===== src/rtl/parse_act_ram_loader.sv =====
// Parser action RAM loader: assembles one action entry from a config packet
// (header + MSW-first data words) and writes it through RAM port A.
module parse_act_ram_loader #(
    parameter int         C_WORD_WIDTH  = 32,
    parameter int         C_ENTRY_WIDTH = 160,
    parameter int         C_ADDR_WIDTH  = 5,
    parameter logic [7:0] C_MOD_ID      = 8'h01
) (
    input  logic                     clk,
    input  logic                     rst_n,
    input  logic [C_WORD_WIDTH-1:0]  s_cfg_tdata,
    input  logic                     s_cfg_tvalid,
    input  logic                     s_cfg_tlast,
    output logic                     s_cfg_tready,
    output logic [C_ADDR_WIDTH-1:0]  ram_addra,
    output logic [C_ENTRY_WIDTH-1:0] ram_dina,
    output logic                     ram_wea,
    output logic                     wr_done,
    output logic                     err_pkt
);

    localparam int N_WORDS = C_ENTRY_WIDTH / C_WORD_WIDTH;
    localparam int CNT_W   = (N_WORDS > 1) ? $clog2(N_WORDS) : 1;
    localparam logic [CNT_W-1:0] LAST_CNT = CNT_W'(N_WORDS - 1);

    typedef enum logic [1:0] {S_HDR, S_DATA, S_WRITE, S_DROP} state_t;

    state_t                   state_q, state_d;
    logic [CNT_W-1:0]         cnt_q, cnt_d;
    logic [C_ADDR_WIDTH-1:0]  idx_q, idx_d;
    logic [C_ENTRY_WIDTH-1:0] entry_q, entry_d;
    logic                     tready_q, tready_d;
    logic [C_ADDR_WIDTH-1:0]  addra_q, addra_d;
    logic [C_ENTRY_WIDTH-1:0] dina_q, dina_d;
    logic                     wea_q, wea_d;
    logic                     wr_done_q, wr_done_d;
    logic                     err_q, err_d;

    logic                     hs;
    logic [7:0]               hdr_mod_id;
    logic [C_ENTRY_WIDTH-1:0] entry_shifted;

    assign hs            = s_cfg_tvalid & tready_q;
    assign hdr_mod_id    = s_cfg_tdata[C_WORD_WIDTH-1 -: 8];
    assign entry_shifted = {entry_q[C_ENTRY_WIDTH-C_WORD_WIDTH-1:0], s_cfg_tdata};

    always_comb begin
        state_d   = state_q;
        cnt_d     = cnt_q;
        idx_d     = idx_q;
        entry_d   = entry_q;
        addra_d   = addra_q;
        dina_d    = dina_q;
        wea_d     = 1'b0;
        wr_done_d = 1'b0;
        err_d     = 1'b0;

        case (state_q)
            S_HDR: begin
                if (hs) begin
                    if (hdr_mod_id == C_MOD_ID) begin
                        if (s_cfg_tlast) begin
                            err_d = 1'b1;
                        end else begin
                            idx_d   = s_cfg_tdata[C_ADDR_WIDTH-1:0];
                            cnt_d   = '0;
                            state_d = S_DATA;
                        end
                    end else if (!s_cfg_tlast) begin
                        state_d = S_DROP;
                    end
                end
            end
            S_DATA: begin
                if (hs) begin
                    entry_d = entry_shifted;
                    cnt_d   = cnt_q + 1'b1;
                    if (cnt_q == LAST_CNT) begin
                        if (s_cfg_tlast) begin
                            // Write strobe and data launch together so the RAM sees them in S_WRITE.
                            state_d   = S_WRITE;
                            addra_d   = idx_q;
                            dina_d    = entry_shifted;
                            wea_d     = 1'b1;
                            wr_done_d = 1'b1;
                        end else begin
                            err_d   = 1'b1;
                            state_d = S_DROP;
                        end
                    end else if (s_cfg_tlast) begin
                        err_d   = 1'b1;
                        state_d = S_HDR;
                    end
                end
            end
            S_WRITE: begin
                state_d = S_HDR;
            end
            S_DROP: begin
                if (hs && s_cfg_tlast) begin
                    state_d = S_HDR;
                end
            end
            default: begin
                state_d = S_HDR;
            end
        endcase

        tready_d = (state_d != S_WRITE);
    end

    always_ff @(posedge clk or negedge rst_n) begin
        if (!rst_n) begin
            state_q   <= S_HDR;
            cnt_q     <= '0;
            idx_q     <= '0;
            entry_q   <= '0;
            tready_q  <= 1'b0;
            addra_q   <= '0;
            dina_q    <= '0;
            wea_q     <= 1'b0;
            wr_done_q <= 1'b0;
            err_q     <= 1'b0;
        end else begin
            state_q   <= state_d;
            cnt_q     <= cnt_d;
            idx_q     <= idx_d;
            entry_q   <= entry_d;
            tready_q  <= tready_d;
            addra_q   <= addra_d;
            dina_q    <= dina_d;
            wea_q     <= wea_d;
            wr_done_q <= wr_done_d;
            err_q     <= err_d;
        end
    end

    assign s_cfg_tready = tready_q;
    assign ram_addra    = addra_q;
    assign ram_dina     = dina_q;
    assign ram_wea      = wea_q;
    assign wr_done      = wr_done_q;
    assign err_pkt      = err_q;

endmodule


===== config.mk =====
export PLATFORM = sky130hd
export DESIGN_NAME = parse_act_ram_loader
export DESIGN_NICKNAME = d
export VERILOG_FILES = /design/src/rtl/parse_act_ram_loader.sv
export SDC_FILE = /design/constraint.sdc
export NUM_CORES = 1
export LEC_CHECK = 0
export BUFFER_PORTS_ARGS = -buffer_cell sky130_fd_sc_hd__buf_2
export CAP_MARGIN = 5
export CELL_PAD_IN_SITES_DETAIL_PLACEMENT = 1
export CELL_PAD_IN_SITES_GLOBAL_PLACEMENT = 1
export CORE_MARGIN = 1.5
export CORE_UTILIZATION = 50
export CTS_BUF_LIST = sky130_fd_sc_hd__clkbuf_8
export CTS_CLUSTER_SIZE = 25
export DETAILED_ROUTE_END_ITERATION = 10
export GPL_TIMING_DRIVEN = 0
export HOLD_SLACK_MARGIN = 0.06
export PLACE_DENSITY = 0.9
export SLEW_MARGIN = 40
export SYNTH_ARGS = -nofsm -noshare
export SYNTH_HDL_FRONTEND = slang
export SYNTH_SLANG_ARGS = --single-unit

===== constraint.sdc =====
create_clock -name clk -period 5.81 [get_ports clk]
set_input_delay 0.8715 -clock clk [delete_from_list [all_inputs] [get_ports clk]]
set_output_delay 0.8715 -clock clk [all_outputs]
set_load 0.05 [all_outputs]

== Word level (Yosys, flattened, before mapping) ==
Index checks and enable logic that the tools add are counted.
Operators by class
  add/subtract/negate cells: 1
  eq/ne operators: 10
  multiplexer cells: 25
  bitwise logic cells: 2
  reductions and logical operators: 7
Operators by type and width (number)
  2-to-1 mux 2 bit: 8
  2-to-1 mux 3 bit: 4
  2-to-1 mux 1 bit: 10
  inequality test 2 bit, second input constant: 5
  equality test 8 x 1 -> 1 bit, second input constant: 1
  one-hot mux 2 bit (4 select lines): 1
  AND reduction 4 bit: 2
  one-hot mux 3 bit (2 select lines): 1
  AND reduction 5 bit: 1
  equality test 2 bit, second input constant: 2
  adder 3 x 1 -> 3 bit, second input constant: 1
  equality test 3 bit, second input constant: 1
  equality test 2 x 1 -> 1 bit, second input constant: 1
  logical NOT 2 bit: 1
  one-hot mux 1 bit (2 select lines): 1
  AND reduction 2 bit: 1
  nonzero test 2 bit: 1
  AND 1 bit: 1
  logical AND 1 bit: 1
  inverter 1 bit: 1
Storage, ports and cells
  bits in registers: 306
  input bits: 36
  logic and storage cells: 54

== Logic depth before layout (Yosys ltp) ==
Gate-level depths: netlist of run 1.
  depth after elaboration: 5
  gate-level depth with buffers: 7

== Worst setup path after synthesis of run 1 ==
No wires, ideal clock.
  kind: input to register
  start point: in s_cfg_tdata[31]
  end point: reg idx_q[0]
  library setup time: 125 ps
  arrival: 2156 ps
  path slack: 3529 ps
  cell stages on the path: 3
  buffers on the path: 0
  path through: or4b_1 > nor4_4 > mux2_2
On the way
  longest elaborated chain between the ends: 2
Ends and longest elaborated chain
  start: declaration: RTL line 11  | input logic [C_WORD_WIDTH-1:0] s_cfg_tdata,
  equality test 8 x 1 -> 1 bit: RTL line 61  | if (hdr_mod_id == C_MOD_ID) begin
  AND reduction 4 bit (no source line)
  end signal: assignment: RTL line 127  | idx_q <= idx_d;
  end: declaration: RTL line 30  | logic [C_ADDR_WIDTH-1:0] idx_q, idx_d;
Every way passes these cells.
A chain may end at the register's enable or synchronous reset.

== Worst setup path in the final report of run 1 ==
  start point: reg state_q[0]
  end point: reg dina_q[52] (netlist: ram_dina[52])
On the way
  longest elaborated chain between the ends: 2
Ends and longest elaborated chain
  start: declaration: RTL line 28  | state_t state_q, state_d;
  start signal: assignment: RTL line 125  | state_q <= state_d;
  equality test 2 x 1 -> 1 bit: RTL line 58  | case (state_q)
  AND reduction 4 bit (no source line)
  end signal: assignment: RTL line 131  | dina_q <= dina_d;
  end: declaration: RTL line 34  | logic [C_ENTRY_WIDTH-1:0] dina_q, dina_d;
Every way passes these cells.

==> flow_metrics.py, run 1 <==
metrics = {
    "critical_path": {
        "cp_max_fo": 10,
        "rr_worst_depth": 7,
        "crit_buf_inv": 4,
        "worstPathArrival_ns": 2.91,
        "crit_chain": "buf_4, and4b_1, buf_2, o2111ai_1, buf_2, buf_2, mux2_1",
        "reg2reg_slack_ns": 3.31,
        "startpoint": "state_q[0]",
        "critPathLaunchType": "register",
        "worstReg2RegStart": "state_q[0]",
        "cpMostUsedCell": "buf_2",
        "cp_top_family": "buffers and inverters",
        "crit_type": "reg2reg",
        "worstSetupEndpointType": "register",
        "critical-path-max-stage-delay_ns": 0.40,
        "crit_required_ns": 6.22,
        "slowest_stage": "buf_2",
        "r2r_end": "ram_dina[52]",
    },
    "place": {
        "dp_hpwl_um": 22800,
        "portBuffers": 204,
        "gp_congestion": 0.777,
    },
    "route": {
        "drc": 0,
        "antenna_left": 0,
        "vias": 8073,
        "wl_per_cell_um": 21.0,
        "drtIter0Drc": 364,
        "routed_via_density": 5.30,
        "dr.pass1.iters": 4,
        "drt_wl_total_um": 32000,
    },
    "die": {
        "die_h_um": 155,
        "io_pins": 205,
        "die_w_um": 155,
        "core_region_area_um2": 22600,
        "dieArea_um2": 24000,
        "rows": 55,
        "initial_core_util_pct": 51.0,
    },
    "power": {
        "ir_drop_uv": 365,
        "powerDensity_nw_per_um2": 623,
        "power.leakage_nw": 7.89,
        "p_total_mw": 8.68,
    },
    "sta": {
        "fin_crit_sh_pct": 43.1,
        "hold_viol_final": 0,
        "fin_skew_ns": 0.0260,
        "setup_viol": 0,
        "worst_slew_pin_slew_ns": 0.645,
        "period_minus_slack_ns": 2.50,
        "drv_slew": 0,
        "rsz0062_at_grt": "false",
        "slew_headroom_pct": 57.0,
        "max_freq_mhz": 399,
    },
    "synth": {
        "synth_edf_count": 0,
        "ys_types": 31,
        "synth_commonest_cells": "392 x nand2_1, 306 x dfrtp_1, 130 x mux2_1, 40 x mux2_2, 28 x clkbuf_1",
        "syn_inst": 948,
        "synth_top_area_cell": "dfrtp_1",
        "syn_nets": 986,
        "syn_avg_cell_area_um2": 12.2,
        "synth_top_area_share_pct": 66.4,
        "yosysWarnings": 0,
        "syn_area_um2": 11500,
        "synth_seq_cells": 306,
        "async_flop_share_pct": 100,
        "ys.flop_type": "dfrtp_1",
        "synthTopCellsByArea": "dfrtp_1 66%, nand2_1 13%, mux2_1 13%",
        "synth-seq-area-share_pct": 66.4,
        "synth_most_common_cell": "nand2_1",
    },
    "clock_tree": {
        "ctsHtreeMaxLevel": 2,
        "clock-sinks": 306,
        "ctsHoldBuffers": 0,
        "numCtsBuffers": 49,
        "clk_pin_slew_ns": 0.06,
        "clockBufferDepth": 3,
        "clk_latency_ns": 0.56,
        "ctsResizeCount": 0,
        "root_buffer": "clkbuf_8",
        "tritoncts": "done",
        "post_cts_buffers": 0,
    },
    "final_layout": {
        "final_layout_size_suffix_gt1_share_pct": 26.8,
        "nNetsFinal": 1245,
        "fin_util_pct": 61.5,
        "syn_to_final_growth_pct": 20.8,
        "nFillCells": 2414,
        "n_antenna_cell": 0,
    },
    "global_routing": {
        "grt_pass1_vias": 9028,
        "met2_usage_pct": 48.3,
        "antenna_found_initial": 0,
        "grt_pass1_wl_um": 51200,
        "busiest_layer": "met2",
        "grt_util_met3_pct": 4.99,
        "gr-total-overflow": 0,
        "grt_usage_pct": 27.8,
        "use_met1_pct": 34.6,
        "grt_max_degree": 75,
    },
    "status": {
        "status": "finished, final reports clean",
    },
    "hold_path": {
        "hp-class": "in2async",
    },
    "run": {
        "cap_violations": 0,
    },
}
-- routing by layer --
metal,routed length [µm],share of wire (%)
met5,0,0
met4,1100,3.4
met3,1530,4.8
met2,16400,51
met1,13000,41
-- metrics by stage --
| stage | setup TNS, ns | hold slack [ns] | area [µm²] | cells | setup WS, ns |
|---|---|---|---|---|---|
| after detailed placement | 0 | 0.457 | 13000 | 1441 | 2.78 |
| after CTS | 0 | 0.206 | 13900 | 1522 | 3.27 |
| final | 0 | 0.220 | 13900 | 1522 | 3.31 |
| after global placement | -516.58 | 0.451 | 12900 | 1437 | -1.71 |
| after floorplan | 0 | 0.439 | 11500 | 948 | 3.53 |
| after global routing | 0 | 0.233 | 13900 | 1522 | 3.21 |
-- report_power, final --
part	internal, mW	switching (mW)	leakage (nW)
Sequential	2.99	0.626	4.00
Combinational	0.834	2.52	3.35
Clock	0.906	0.807	0.539
-- worst max-delay path by stage --
stage          cells after the start            end  slack [ns]
6_report                           7   ram_dina[52]        3.31
5_1_grt                            7   ram_dina[52]        3.21
4_1_cts                            7   ram_dina[52]        3.27
3_5_place_dp                       7   ram_dina[52]        2.78
3_3_place_gp                       1  ram_dina[137]       -1.71
2_1_floorplan                      3       idx_q[0]        3.53
-- kinds of logic (layout without fill, tap and decap cells) --
kind of cell | after synthesis | count (layout) | synth area share [%]
AND/OR/NAND/NOR | 408 | 408 | 13.9
adder cells (fa/ha/maj) | 2 | 2 | 0.217
multiplexers | 170 | 170 | 16.6
AO/OA/AOI/OAI | 8 | 8 | 0.521
flip-flops | 306 | 306 | 66.4
buffers and inverters | 54 | 343 | 2.39
-- area by class of cell --
| class | instances | area (µm²) | area share [%] |
|---|---|---|---|
| buffer | 49 | 256 | 1.84 |
| clock buffer | 59 | 812 | 5.83 |
| clock inverter | 22 | 85.1 | 0.611 |
| inverter | 5 | 18.8 | 0.135 |
| multi-input combinational | 588 | 3600 | 25.9 |
| sequential | 306 | 7660 | 55.0 |
| tap | 285 | 357 | 2.56 |
| timing repair buffer | 208 | 1140 | 8.19 |
-- state kept, by name, summed over array words and instances, names as in the netlist --
signal        count
ram_dina        160
entry_q         128
idx_q             5
ram_addra         5
cnt_q             3
state_q           2
err_pkt           1
s_cfg_tready      1
wr_done           1
-- cell usage in the layout (no fill, tap or decap) --
cell type	synthesis	routed
a211o_1	1	1
a21oi_1	1	1
a311oi_1	1	1
and4b_1	2	2
buf_16	0	4
buf_2	7	210
buf_4	11	11
buf_6	3	3
buf_8	0	1
clkbuf_1	28	28
clkbuf_8	0	59
clkinv_2	0	2
dfrtp_1	306	306
ha_1	2	2
inv_1	5	25
mux2_1	130	130
mux2_2	40	40
nand2_1	392	392
nand3_1	3	3
nand4_1	1	1
nand4b_1	1	1
nand4bb_1	1	1
nor2b_1	1	1
nor3_1	1	1
nor4_1	1	1
nor4_4	1	1
nor4b_1	1	1
o2111ai_1	1	1
o211ai_1	1	1
o21ai_0	1	1
o31ai_1	1	1
o32ai_1	1	1
or3_1	1	1
or4_1	1	1
or4b_1	1	1
No activity file was read; power rests on OpenSTA's default activity.
==> run 2, diff against run 1 <==
Settings changed: CORE_UTILIZATION 50 to 46, PLACE_DENSITY 0.9 to 0.84.
Clock period 5.81 ns to 2.35 ns, I/O delays scaled along.
==> run 2 against run 1 <==
Against the previous run:
- sequential cell count is the same
- register-to-register slack lost 3.2 ns
- count of clock-buffer cells in the layout increased by 4
- maximum frequency up 9.7%
- first-iteration DRC count is 6.0% higher
- clock power rose to 2.7 times the previous value
- setup slack worse by 3.2 ns
- utilization fell by 2.6 points
- hold slack got worse by 0.11 ns
- total power rose to 2.5 times the previous value
==> flow_metrics.py, run 2 (same netlist as run 1, synthesis figures left out) <==
metrics = {
    "die": {
        "die_h_um": 161,
        "core_region_area_um2": 24500,
        "dieArea_um2": 26000,
        "rows": 57,
        "die_w_um": 161,
        "io_pins": 205,
        "initial_core_util_pct": 47.2,
    },
    "power": {
        "p_int_mw": 12.0,
        "p_switching_mw": 9.78,
        "ir_drop_uv": 792,
        "switching_share_pct": 44.9,
        "seqPwrFrac_pct": 41.1,
        "combPwrFrac_pct": 38.0,
        "powerDensity_nw_per_um2": 1510,
        "power.leakage_nw": 8.09,
        "clock_power_share_pct": 21.0,
    },
    "sta": {
        "setup_viol": 0,
        "rsz0062_at_grt": "false",
        "max_freq_mhz": 438,
        "fin_skew_ns": 0.0267,
        "worst_slew_pin_slew_ns": 0.618,
        "slew_headroom_pct": 58.8,
        "period_minus_slack_ns": 2.28,
        "hold_viol_final": 0,
        "tns_ns": 0,
        "drv_slew": 0,
        "fin_crit_sh_pct": 97.1,
    },
    "route": {
        "drc": 0,
        "drtIter0Drc": 386,
        "dr.pass1.iters": 4,
        "routed_via_density": 5.04,
        "vias": 8073,
        "wl_per_cell_um": 20.1,
        "drt_wl_total_um": 32200,
        "antenna_left": 0,
    },
    "critical_path": {
        "worstSetupEndpointType": "register",
        "crit_required_ns": 2.78,
        "crit_type": "reg2reg",
        "rr_worst_depth": 6,
        "reg2reg_slack_ns": 0.07,
        "worstPathArrival_ns": 2.71,
        "cp_max_fo": 10,
        "r2r_end": "ram_dina[52]",
        "critPathLaunchType": "register",
        "worstReg2RegStart": "state_q[1]",
    },
    "final_layout": {
        "syn_to_final_growth_pct": 25.0,
        "final_cell_mix": "392 x nand2_1, 306 x dfrtp_1, 208 x buf_2",
        "fin_cells": 1602,
        "layout_commonest_cell": "nand2_1",
        "nNetsFinal": 1280,
        "largest_reg_flops": 160,
        "fin_util_pct": 58.9,
        "final_layout_size_suffix_gt1_share_pct": 26.4,
        "n_antenna_cell": 0,
    },
    "global_routing": {
        "grt_usage_pct": 25.8,
        "grt_pass1_vias": 9148,
        "gr-total-overflow": 0,
        "grt_pass1_wl_um": 51800,
        "antenna_found_initial": 0,
        "grt_max_degree": 73,
    },
    "status": {
        "status": "finished, final reports clean",
    },
    "place": {
        "portBuffers": 204,
        "dp_hpwl_um": 21700,
        "dp_cells": 1480,
        "gp_congestion": 0.765,
    },
    "hold_path": {
        "hold_path_depth": 3,
        "hp-start": "s_cfg_tvalid",
        "hold_path_end": "err_pkt",
        "hp-class": "in2reg",
    },
    "run": {
        "cap_violations": 0,
    },
    "clock_tree": {
        "clockBufferDepth": 3,
        "clk_pin_slew_ns": 0.06,
        "clock-sinks": 306,
        "post_cts_buffers": 0,
        "tritoncts": "done",
        "root_buffer": "clkbuf_8",
        "clk_latency_ns": 0.57,
        "numCtsBuffers": 51,
        "ctsHtreeMaxLevel": 2,
    },
}
[run 2: cell type report]
type | count | area (µm²)
clock inverter | 26 | 125
tap | 324 | 405
buffer | 49 | 264
inverter | 5 | 18.8
multi-input combinational | 588 | 3610
clock buffer | 63 | 867
timing repair buffer | 241 | 1470
fill | 2602 | 10000
sequential | 306 | 7660
[run 2: worst max-delay path by stage]
stage,end,slack [ns],startpoint
after floorplan,ram_dina[45],0.29,s_cfg_tready
after global placement,ram_dina[137],-4.74,rst_n
after detailed placement,ram_dina[52],-0.07,s_cfg_tvalid
after CTS,entry_q[4],0.02,state_q[1]
after global routing,ram_dina[52],0.008,state_q[0]
final,ram_dina[52],0.07,state_q[1]
[run 2: power by group through the flow]
stage | clock network [mW] | logic (mW) | registers (mW)
after floorplan | 0 | 2.31 | 12.1
after global placement | 0 | 7.86 | 8.79
after detailed placement | 0 | 8.18 | 8.96
after CTS | 4.66 | 8.29 | 8.90
after global routing | 4.91 | 8.80 | 9.19
final | 4.56 | 8.27 | 8.94
[run 2: layer usage]
layer	routed length, µm	GRT usage [%]
met2	16700	45.4
met4	637	7.41
met5	0	0
met1	13300	32.2
met3	1610	5.16
[run 2: timing repair]
item	CTS	global route
gates resized for setup	3	4
hold buffers	33	0
cloned	0	0
endpoints found under the setup margin	130	28
endpoints found under the hold margin	116	0
[run 2: worst max-delay path, cell delays in order, from the launching register on]
cell	delay, ns
dfrtp_1	0.44
and4b_1	0.28
buf_2	0.26
o2111ai_2	0.29
buf_4	0.28
buf_2	0.23
mux2_1	0.35
[run 2: stage by stage]
stage | setup WS, ns | cell area (µm²) | total power [mW] | hold WS (ns)
floorplan | 0.286 | 11500 | 14.4 | 0.0569
global placement | -4.74 | 13000 | 16.6 | 0.452
detailed placement | -0.0703 | 13100 | 17.1 | 0.314
CTS | 0.0156 | 14400 | 21.9 | 0.0732
global route | 0.00813 | 14400 | 22.9 | 0.0802
finish | 0.0688 | 14400 | 21.8 | 0.114
